### config.mk
export PLATFORM = sky130hd
export DESIGN_NAME = alu_arbiter_flat
export DESIGN_NICKNAME = d
export VERILOG_FILES = /design/src/rtl/alu_arbiter_if.sv /design/src/rtl/alu_arbiter.sv /design/src/flat_wrapper.sv
export SDC_FILE = /design/constraint.sdc
export NUM_CORES = 1
export LEC_CHECK = 0
export CAP_MARGIN = 20
export CORE_ASPECT_RATIO = 0.7
export CORE_UTILIZATION = 34
export CTS_BUF_LIST = sky130_fd_sc_hd__clkbuf_2
export DETAILED_ROUTE_END_ITERATION = 6
export GPL_ROUTABILITY_DRIVEN = 1
export PLACE_DENSITY = 0.88
export SYNTH_ARGS = -nofsm -noshare
export SYNTH_HDL_FRONTEND = slang
export SYNTH_SLANG_ARGS = --single-unit
### constraint.sdc
create_clock -name clk -period 3.7 [get_ports clk]
set_clock_uncertainty 0.2 [all_clocks]
set_input_delay 0.555 -clock clk [delete_from_list [all_inputs] [get_ports clk]]
set_output_delay 0.555 -clock clk [all_outputs]
set_load 0.01 [all_outputs]
### src/rtl/alu_arbiter_if.sv
// Request/response bundle between two requesters and the shared-alu arbiter.
// master = requester side, slave = arbiter side.
interface alu_arbiter_if #(
  parameter int unsigned WORD_SIZE = 8
);
  logic                 req0_valid;
  logic                 req0_ready;
  logic [WORD_SIZE-1:0] req0_a;
  logic [WORD_SIZE-1:0] req0_b;
  logic                 req0_op;
  logic                 req1_valid;
  logic                 req1_ready;
  logic [WORD_SIZE-1:0] req1_a;
  logic [WORD_SIZE-1:0] req1_b;
  logic                 req1_op;
  logic                 rsp0_valid;
  logic                 rsp0_ready;
  logic [WORD_SIZE-1:0] rsp0_c;
  logic                 rsp1_valid;
  logic                 rsp1_ready;
  logic [WORD_SIZE-1:0] rsp1_c;

  modport master (
    output req0_valid, req0_a, req0_b, req0_op,
    output req1_valid, req1_a, req1_b, req1_op,
    output rsp0_ready, rsp1_ready,
    input  req0_ready, req1_ready,
    input  rsp0_valid, rsp0_c, rsp1_valid, rsp1_c
  );

  modport slave (
    input  req0_valid, req0_a, req0_b, req0_op,
    input  req1_valid, req1_a, req1_b, req1_op,
    input  rsp0_ready, rsp1_ready,
    output req0_ready, req1_ready,
    output rsp0_valid, rsp0_c, rsp1_valid, rsp1_c
  );
endinterface

### src/rtl/alu_arbiter.sv
// Round-robin sharing of one combinational alu between two requesters;
// the alu result is registered and returned on the winner's response channel.
module alu_arbiter #(
  parameter int unsigned WORD_SIZE = 8
) (
  input  logic                 clk,
  input  logic                 rst,
  alu_arbiter_if.slave         bus,
  output logic [WORD_SIZE-1:0] alu_a,
  output logic [WORD_SIZE-1:0] alu_b,
  output logic                 alu_op,
  input  logic [WORD_SIZE-1:0] alu_c
);

  localparam logic StIdle = 1'b0;
  localparam logic StHold = 1'b1;

  logic                 st_q;
  logic                 owner_q;
  logic                 last_grant_q;
  logic [WORD_SIZE-1:0] res_q;

  logic owner_ready;
  logic can_accept;
  logic grant_valid;
  logic grant_id;
  logic fire;

  always_comb begin
    owner_ready = owner_q ? bus.rsp1_ready : bus.rsp0_ready;
    // Ready is forced low during reset even though state is already at its reset value.
    can_accept  = !rst && ((st_q == StIdle) || owner_ready);
    grant_valid = 1'b0;
    grant_id    = 1'b0;
    if (bus.req0_valid && bus.req1_valid) begin
      grant_valid = 1'b1;
      grant_id    = ~last_grant_q;
    end else if (bus.req0_valid) begin
      grant_valid = 1'b1;
      grant_id    = 1'b0;
    end else if (bus.req1_valid) begin
      grant_valid = 1'b1;
      grant_id    = 1'b1;
    end
    fire = can_accept && grant_valid;
  end

  always_comb begin
    alu_a  = '0;
    alu_b  = '0;
    alu_op = 1'b0;
    if (fire) begin
      if (grant_id) begin
        alu_a  = bus.req1_a;
        alu_b  = bus.req1_b;
        alu_op = bus.req1_op;
      end else begin
        alu_a  = bus.req0_a;
        alu_b  = bus.req0_b;
        alu_op = bus.req0_op;
      end
    end
  end

  always_ff @(posedge clk or posedge rst) begin
    if (rst) begin
      st_q         <= StIdle;
      owner_q      <= 1'b0;
      last_grant_q <= 1'b1;
      res_q        <= '0;
    end else if (fire) begin
      st_q         <= StHold;
      owner_q      <= grant_id;
      last_grant_q <= grant_id;
      res_q        <= alu_c;
    end else if ((st_q == StHold) && owner_ready) begin
      st_q <= StIdle;
    end
  end

  assign bus.req0_ready = fire && !grant_id;
  assign bus.req1_ready = fire && grant_id;
  assign bus.rsp0_valid = (st_q == StHold) && !owner_q;
  assign bus.rsp1_valid = (st_q == StHold) && owner_q;
  assign bus.rsp0_c     = owner_q ? '0 : res_q;
  assign bus.rsp1_c     = owner_q ? res_q : '0;

endmodule

### src/flat_wrapper.sv
// flat-port wrapper written by rule: the top's interface ports become plain ports
module alu_arbiter_flat 
#(
  parameter int unsigned WORD_SIZE = 8
)
  (clk, rst, alu_a, alu_b, alu_op, alu_c, bus_req0_valid, bus_req0_a, bus_req0_b, bus_req0_op, bus_req1_valid, bus_req1_a, bus_req1_b, bus_req1_op, bus_rsp0_ready, bus_rsp1_ready, bus_req0_ready, bus_req1_ready, bus_rsp0_valid, bus_rsp0_c, bus_rsp1_valid, bus_rsp1_c);
  alu_arbiter_if #(.WORD_SIZE(WORD_SIZE)) bus_i ();
  input  logic clk;
  input  logic rst;
  output logic [WORD_SIZE-1:0] alu_a;
  output logic [WORD_SIZE-1:0] alu_b;
  output logic alu_op;
  input  logic [WORD_SIZE-1:0] alu_c;
  input wire logic [$bits(bus_i.req0_valid)-1:0] bus_req0_valid;
  input wire logic [$bits(bus_i.req0_a)-1:0] bus_req0_a;
  input wire logic [$bits(bus_i.req0_b)-1:0] bus_req0_b;
  input wire logic [$bits(bus_i.req0_op)-1:0] bus_req0_op;
  input wire logic [$bits(bus_i.req1_valid)-1:0] bus_req1_valid;
  input wire logic [$bits(bus_i.req1_a)-1:0] bus_req1_a;
  input wire logic [$bits(bus_i.req1_b)-1:0] bus_req1_b;
  input wire logic [$bits(bus_i.req1_op)-1:0] bus_req1_op;
  input wire logic [$bits(bus_i.rsp0_ready)-1:0] bus_rsp0_ready;
  input wire logic [$bits(bus_i.rsp1_ready)-1:0] bus_rsp1_ready;
  output wire logic [$bits(bus_i.req0_ready)-1:0] bus_req0_ready;
  output wire logic [$bits(bus_i.req1_ready)-1:0] bus_req1_ready;
  output wire logic [$bits(bus_i.rsp0_valid)-1:0] bus_rsp0_valid;
  output wire logic [$bits(bus_i.rsp0_c)-1:0] bus_rsp0_c;
  output wire logic [$bits(bus_i.rsp1_valid)-1:0] bus_rsp1_valid;
  output wire logic [$bits(bus_i.rsp1_c)-1:0] bus_rsp1_c;
  assign bus_i.req0_valid = bus_req0_valid;
  assign bus_i.req0_a = bus_req0_a;
  assign bus_i.req0_b = bus_req0_b;
  assign bus_i.req0_op = bus_req0_op;
  assign bus_i.req1_valid = bus_req1_valid;
  assign bus_i.req1_a = bus_req1_a;
  assign bus_i.req1_b = bus_req1_b;
  assign bus_i.req1_op = bus_req1_op;
  assign bus_i.rsp0_ready = bus_rsp0_ready;
  assign bus_i.rsp1_ready = bus_rsp1_ready;
  assign bus_req0_ready = bus_i.req0_ready;
  assign bus_req1_ready = bus_i.req1_ready;
  assign bus_rsp0_valid = bus_i.rsp0_valid;
  assign bus_rsp0_c = bus_i.rsp0_c;
  assign bus_rsp1_valid = bus_i.rsp1_valid;
  assign bus_rsp1_c = bus_i.rsp1_c;
  alu_arbiter #(.WORD_SIZE(WORD_SIZE)) u_core (.clk(clk), .rst(rst), .bus(bus_i), .alu_a(alu_a), .alu_b(alu_b), .alu_op(alu_op), .alu_c(alu_c));
endmodule
* Yosys cells after proc, flatten, opt, wreduce, memory -nomap -nowiden
Cells that the tools add are included.
Storage, ports and cells: bits in registers 11, word-level logic and storage cells 35
Operators by class: mux-type cells 16, bitwise gates (word level) 2, reductions and logical operators 13
Operators with widths (number):
- 2-to-1 mux 8 bit | 6
- 2-to-1 mux 1 bit | 10
- logical AND 1 bit | 8
- logical NOT 1 bit | 3
- inverter 1 bit | 2
- nonzero test 2 bit | 1
- logical OR 1 bit | 1

* Logic depth before layout (Yosys ltp)
Gate-level depths: netlist (run 1).
depth after elaboration 5, gate-level depth with buffers 6, gate-level depth less buffers 3

* Worst setup path after synthesis (run 1)
Ideal clock, no wire load.
path kind input to output, from in rst, to out alu_b[0], arrival 1444 ps, slack 1501 ps, stages 6, path buffers 3, path through o21bai_1 a21o_1 buf_6 buf_8 buf_12 a21oi_2
Between the ends: cells in the longest elaborated chain, start to end 4
Ends and longest elaborated chain:
- start, declared | line flat_wrapper.sv:9 | input logic rst;
- logical NOT 1 bit | line alu_arbiter.sv:32 | can_accept = !rst && ((st_q == StIdle) || owner_ready);
- logical AND 1 bit | line alu_arbiter.sv:32
- logical AND 1 bit | line alu_arbiter.sv:45 | fire = can_accept && grant_valid;
- 2-to-1 mux 8 bit | line alu_arbiter.sv:52 | if (fire) begin
- end, declared | line flat_wrapper.sv:11 | output logic [WORD_SIZE-1:0] alu_b;
Every way passes these cells.

* Worst setup path after layout (run 1)
from reg u_core.owner_q, to out alu_op
Between the ends: cells in the longest elaborated chain, start to end 5
Ends and longest elaborated chain:
- start, declared | line alu_arbiter.sv:19 | logic owner_q;
- start signal, assigned | line alu_arbiter.sv:73 | owner_q <= grant_id;
- 2-to-1 mux 1 bit | line alu_arbiter.sv:30 | owner_ready = owner_q ? bus.rsp1_ready : bus.rsp0_ready;
- logical OR 1 bit | line alu_arbiter.sv:32
- logical AND 1 bit | line alu_arbiter.sv:32
- logical AND 1 bit | line alu_arbiter.sv:45
- 2-to-1 mux 1 bit | line alu_arbiter.sv:52
- end, declared | line flat_wrapper.sv:12 | output logic alu_op;
Every way passes these cells.

==> out/qor.txt, run 1 <==
Worst Hold End = u_core.res_q[1]
Worst R2R Setup Slack = 1.58 ns
DRC = 0
final hold viol count = 0
syn nets = 160
register area share after synthesis = 30.07%
share of layout cells above drive strength 1 = 14.87%
Layout area overhead = 93.20%
1st-pass router iterations = 4
CTS tree = yes
biggest cell delay along the critical path = 0.74 ns
Setup crit start kind = flip-flop
Seq cells post-synth = 11
Cells after Synth = 112
worst vdd ir = 0.2733 mV
mean number of vias per cell = 4.642
H-tree depth = 1
vias in the first global route = 1006
Final Max Slew Viols = 0
Routed Antenna Nets = 0
Max Buffers Root-to-Sink = 2
first-pass GRT wire length = 4878 um
worst r2r src = u_core.owner_q
io pins = 85
worst hold stages = 1
Setup Viol. Count Final = 0
chip height = 45.52 um
Warnings, synthesis = 0
Worst EP required = 2.94 ns
Synth Area in XOR/XNOR = 0%
Post-CTS Resized = 0
met2 Usage GRT = 36.38%
global route hottest layer = met2
P per Cell Area = 314.4 nW/um^2
n_diodes = 0
routed via count = 1063
synth unique cells = 23
initial antenna violation count = 0
RSZ-0062 raised after global routing = false
Core Area = 2515 um^2
MaxCap Viol Count = 0
Detailed Route WL = 3198 um
Rel. slew slack = 60.53%
Worst-Skew Late Latency = 0.26 ns
DPL Wire Length = 2671 um
met1 usage = 30.49%
FP Rows = 15
number of hold buffers added after CTS = 0
post-placement cell count = 225
# clock sinks = 11
Final GP Congestion = 0.7468
met3 Usage GRT = 4.000%
Crit. End Element = primary output
final non-filler cell total = 229
Leakage = 0.7099 nW
min-delay src = u_core.res_q[1]
run status = finished, final reports clean
Die Wd = 64.16 um
Critical Path AT = 2.43 ns
final core occ = 70.65%
fin crit share = 86.19%
R2R cell count = 4
Simple-Gate Fraction of Synth Area = 30.07%
CTS Root Cell = clkbuf_2
Tmin final = 3.189 ns
Port Buf Inserts = 84
First DRT Iteration DRCs = 49
Crit-path slowest cell = dfrtp_1
Overall Global Routing Usage = 22.25%
Setup Buffers After CTS = 0
Overflow after GRT = 0
number of CTS-inserted buffers = 3
Worst-path clk slew = 0.11 ns
nets = 244
Peak Freq = 313.6 MHz
CP cell instances = mux2i_1, a21o_1, buf_4, a21oi_1, clkdlybuf4s50_1
Netlist Area Pre-Place = 919.6 um^2
Critical Path Fanout Max = 21
die area = 2920 um^2
reg2reg end = u_core.last_grant_q
largest family of logic cells by synthesized area = simple AND/OR/NAND/NOR gates
Worst Hold Class = flip-flop to flip-flop
mux contribution to synthesized area = 12.11%
critical path class = flip-flop to primary output
adder-cell share of the synthesized area = 0%
actual slew at the worst max-slew pin = 0.5920 ns
largest net degree at the start of global routing = 22
Synth Area in Compound Gates = 19.46%
wire length per cell = 13.97 um
Mapped Avg Cell Area = 8.211 um^2
starting density of the core = 36.57%
TNS Setup = 0 ns
-- final cells by class --
cell class	count	area, um^2
Multi-Input combinational cell	91	566.8
Timing Repair Buffer	87	863.3
Inverter	2	7.507
Fill cell	190	738.2
Clock buffer	4	20.02
Sequential cell	11	276.5
Tap cell	34	42.54
-- cell usage in the layout (no fill, tap or decap) --
master,n
o21ai_0,1
dfstp_2,1
a21boi_2,1
a21oi_1,10
a21o_1,1
a21oi_4,1
clkdlybuf4s50_1,84
a21oi_2,7
nor2_4,2
buf_4,3
nand2_1,36
dfrtp_1,10
nor2b_1,10
o21bai_1,1
inv_1,2
mux2_2,9
clkbuf_2,4
and2_1,9
mux2i_1,1
o2bb2a_1,1
a21bo_2,1
-- where the power goes --
| group | leakage, nW | switching, mW | internal, mW |
|---|---|---|---|
| Clock | 0.0166 | 0.0412 | 0.0287 |
| Sequential | 0.129 | 0.0266 | 0.148 |
| Combinational | 0.565 | 0.123 | 0.191 |
| Total | 0.710 | 0.191 | 0.368 |
-- worst max-delay path by stage --
stage / start / end / cells past startpoint
global placement: bus_req0_valid / alu_op / 6
detailed placement: bus_req0_valid / alu_op / 6
CTS: bus_req0_valid / alu_op / 6
finish: u_core.owner_q / alu_op / 5
floorplan: rst / alu_b[0] / 6
global route: u_core.owner_q / alu_op / 5
-- metrics by stage --
step / power [mW] / cell area [um^2] / hold WS, ns / setup slack [ns]
3_5_place_dp: 0.4916 / 1757 / 0.3083 / 0.5409
3_3_place_gp: 0.4815 / 1757 / 0.2954 / 0.5488
5_1_grt: 0.5950 / 1777 / 0.3481 / 0.3337
6_report: 0.5585 / 1777 / 0.3335 / 0.5109
2_1_floorplan: 0.3212 / 919.6 / 0.2067 / 1.501
4_1_cts: 0.5615 / 1777 / 0.3326 / 0.5411
-- cell usage after synthesis --
master,n,area (um^2)
mux2_2,9,101.4
nor2b_1,10,62.56
o2bb2a_1,1,10.01
nor2_4,2,22.52
o21ai_0,1,5.000
a21oi_2,7,61.31
buf_8,1,15.01
a21o_1,1,7.510
inv_1,2,7.510
clkbuf_1,2,7.510
dfrtp_1,10,250.2
and2_1,9,56.30
buf_2,3,15.01
a21boi_2,1,11.26
buf_12,1,20.02
a21bo_2,1,10.01
a21oi_1,10,50.05
nand2_1,36,135.1
buf_6,1,11.26
o21bai_1,1,7.510
dfstp_2,1,26.28
a21oi_4,1,16.27
mux2i_1,1,10.01
-- registers in the layout (all words and copies together), names as in the netlist --
signal	count
u_core.last_grant_q	1
u_core.owner_q	1
u_core.res_q	8
u_core.st_q	1
-- cells by family after synthesis --
group,count (synthesis)
buffers and inverters,10
DFF,11
muxes,10
AOI/OAI and AO/OA,24
and+or+nand+nor,57
-- per-layer routing --
layer  vias up  part of all wire, %
met2        28                   51
li1        531                    -
met3         8                  3.2
met5         -                    0
met1       496                   44
met4         0                  2.3
-- critical path: cells and delay by family, from the launching register on --
kind	cells	cell delay, ns
buffers and inverters	2	0.80
flip-flops	1	0.74
multiplexers	1	0.19
AO/OA/AOI/OAI	2	0.44
No activity file was read; power rests on OpenSTA's default activity.
==> run 2, diff against run 1 <==
--- a/config.mk
+++ b/config.mk
@@ -12,6 +12,7 @@
 export DETAILED_ROUTE_END_ITERATION = 6
 export GPL_ROUTABILITY_DRIVEN = 1
 export PLACE_DENSITY = 0.88
+export RECOVER_POWER = 50
 export SYNTH_ARGS = -nofsm -noshare
 export SYNTH_HDL_FRONTEND = slang
 export SYNTH_SLANG_ARGS = --single-unit
==> run 2 against run 1 <==
Power decreased by 1.7%. Sequential share of layout area about the same. Worst setup slack got worse by 0.089 ns. Maximum frequency decreased by 2.7%. Via count decreased by 0.38%. Wire length decreased by 0.19%. Clock power about the same. Critical endpoint unchanged. Largest cell class unchanged. Highest routed layer unchanged.
==> out/qor.txt, run 2 (same netlist as run 1, synthesis figures left out) <==
run status = finished, final reports clean
Critical Path Fanout Max = 20
Worst-Skew Late Latency = 0.26 ns
P_int = 0.3593 mW
Leakage = 0.7139 nW
initial antenna violation count = 0
nets = 244
Worst R2R Setup Slack = 1.42 ns
Layout area overhead = 92.79%
Setup WS pre-CTS = 0.5409 ns
Tmin final = 3.278 ns
critical path class = input pin to primary output
worst r2r src = u_core.owner_q
Overall Global Routing Usage = 22.25%
n_diodes = 0
RSZ-0062 raised after global routing = false
Worst Hold End = u_core.res_q[7]
met1 usage = 30.49%
Max Buffers Root-to-Sink = 2
most frequent cells in the layout = 76 x clkdlybuf4s50_1, 36 x nand2_1, 10 x nor2b_1, 10 x a21oi_1, 10 x dfrtp_1
number of hold buffers added after CTS = 0
Rel. slew slack = 60.96%
met2 Usage GRT = 36.38%
Crit. End Element = primary output
chip height = 45.52 um
die area = 2920 um^2
combinational power share = 55.5%
FP Rows = 15
1st-pass router iterations = 4
actual slew at the worst max-slew pin = 0.5855 ns
mean number of vias per cell = 4.624
min-delay src = u_core.res_q[7]
clock share of power = 12.7%
First DRT Iteration DRCs = 48
DRC = 0
switching pwr = 0.1897 mW
Die Wd = 64.16 um
max FFs per register = 8
Setup Buffers After CTS = 0
Routed Antenna Nets = 0
Overflow after GRT = 0
TNS Setup = 0 ns
Core Area = 2515 um^2
fin crit share = 88.61%
Fillers = 192
io pins = 85
R2R cell count = 4
final hold viol count = 0
reg2reg end = u_core.res_q[6]
largest net degree at the start of global routing = 22
Worst Hold Class = flip-flop to flip-flop
number of CTS-inserted buffers = 3
starting density of the core = 36.57%
H-tree depth = 1
worst hold stages = 1
Reg power frac = 31.8%
Setup crit start kind = input pin
Post-CTS Resized = 0
CTS tree = yes
Port Buf Inserts = 84
Switching Fraction = 34.55%
Largest Register = u_core.res_q
Worst EP required = 2.94 ns
vias in the first global route = 1006
wire length per cell = 13.94 um
Final Max Slew Viols = 0
met3 Usage GRT = 4.000%
Final GP Congestion = 0.7468
Worst-path clk slew = 0.11 ns
global route hottest layer = met2
routed via count = 1059
final worst slack = 0.4216 ns
Peak Freq = 305.0 MHz
MaxCap Viol Count = 0
Setup Viol. Count Final = 0
most common cell after layout, fill and taps aside = clkdlybuf4s50_1
P per Cell Area = 309.7 nW/um^2
DPL Wire Length = 2671 um
Detailed Route WL = 3192 um
Critical Path AT = 2.52 ns
CTS Root Cell = clkbuf_2
share of layout cells above drive strength 1 = 14.36%
# clock sinks = 11
worst vdd ir = 0.2722 mV
first-pass GRT wire length = 4878 um
==> run 2: cell count changes in the layout (fill, tap and decap cells not counted), sizes merged <==
cell | before | now
clkdlybuf4s50 | 84 | 76
dlygate4sd3 | 0 | 8
buf | 3 | 2
clkbuf | 4 | 5
==> run 2: per-stage QoR <==
step	area (um^2)	power [mW]	hold slack [ns]	util, %	instances
CTS	1777	0.5615	0.3326	70.65	229
floorplan	919.6	0.3212	0.2067	-	112
detailed placement	1757	0.4916	0.3083	69.85	225
global route	1773	0.5858	0.3481	70.50	229
global placement	1757	0.4815	0.2954	69.85	225
finish	1773	0.5490	0.3331	70.50	229
==> run 2: routing by layer <==
metal  up-vias  part of all wire, %
li1        531                    -
met4         0                  2.3
met5         -                    0
met1       494                   44
met3         8                  3.0
met2        26                   51
==> run 2: critical path: stages <==
cell,delay [ns]
dlygate4sd3_1,0.54
o21bai_1,0.21
a21o_1,0.19
buf_4,0.22
a21oi_1,0.22
clkdlybuf4s50_1,0.58
==> run 2: worst max path at each step <==
stage	startpoint	endpoint	slack, ns
after floorplan	rst	alu_b[0]	1.50
after global placement	bus_req0_valid	alu_op	0.55
after detailed placement	bus_req0_valid	alu_op	0.54
after CTS	bus_req0_valid	alu_op	0.54
after global routing	rst	alu_op	0.32
final	rst	alu_op	0.42
==> run 2: final cells by class <==
cell class | instances | area [um^2] | share of cell area (%)
repair buffers | 87 | 859.6 | 48.48
multi-input cells | 91 | 566.8 | 31.97
flip-flops and latches | 11 | 276.5 | 15.60
well taps | 34 | 42.54 | 2.399
clock buffers | 4 | 20.02 | 1.129
inverters | 2 | 7.507 | 0.4234
==> run 2: power groups by stage <==
stage / Sequential [mW] / Combinational, mW / Clock (mW)
global route: 0.179 / 0.328 / 0.0793
global placement: 0.173 / 0.308 / 0
detailed placement: 0.177 / 0.315 / 0
CTS: 0.174 / 0.316 / 0.0717
floorplan: 0.163 / 0.158 / 0
finish: 0.174 / 0.305 / 0.0699
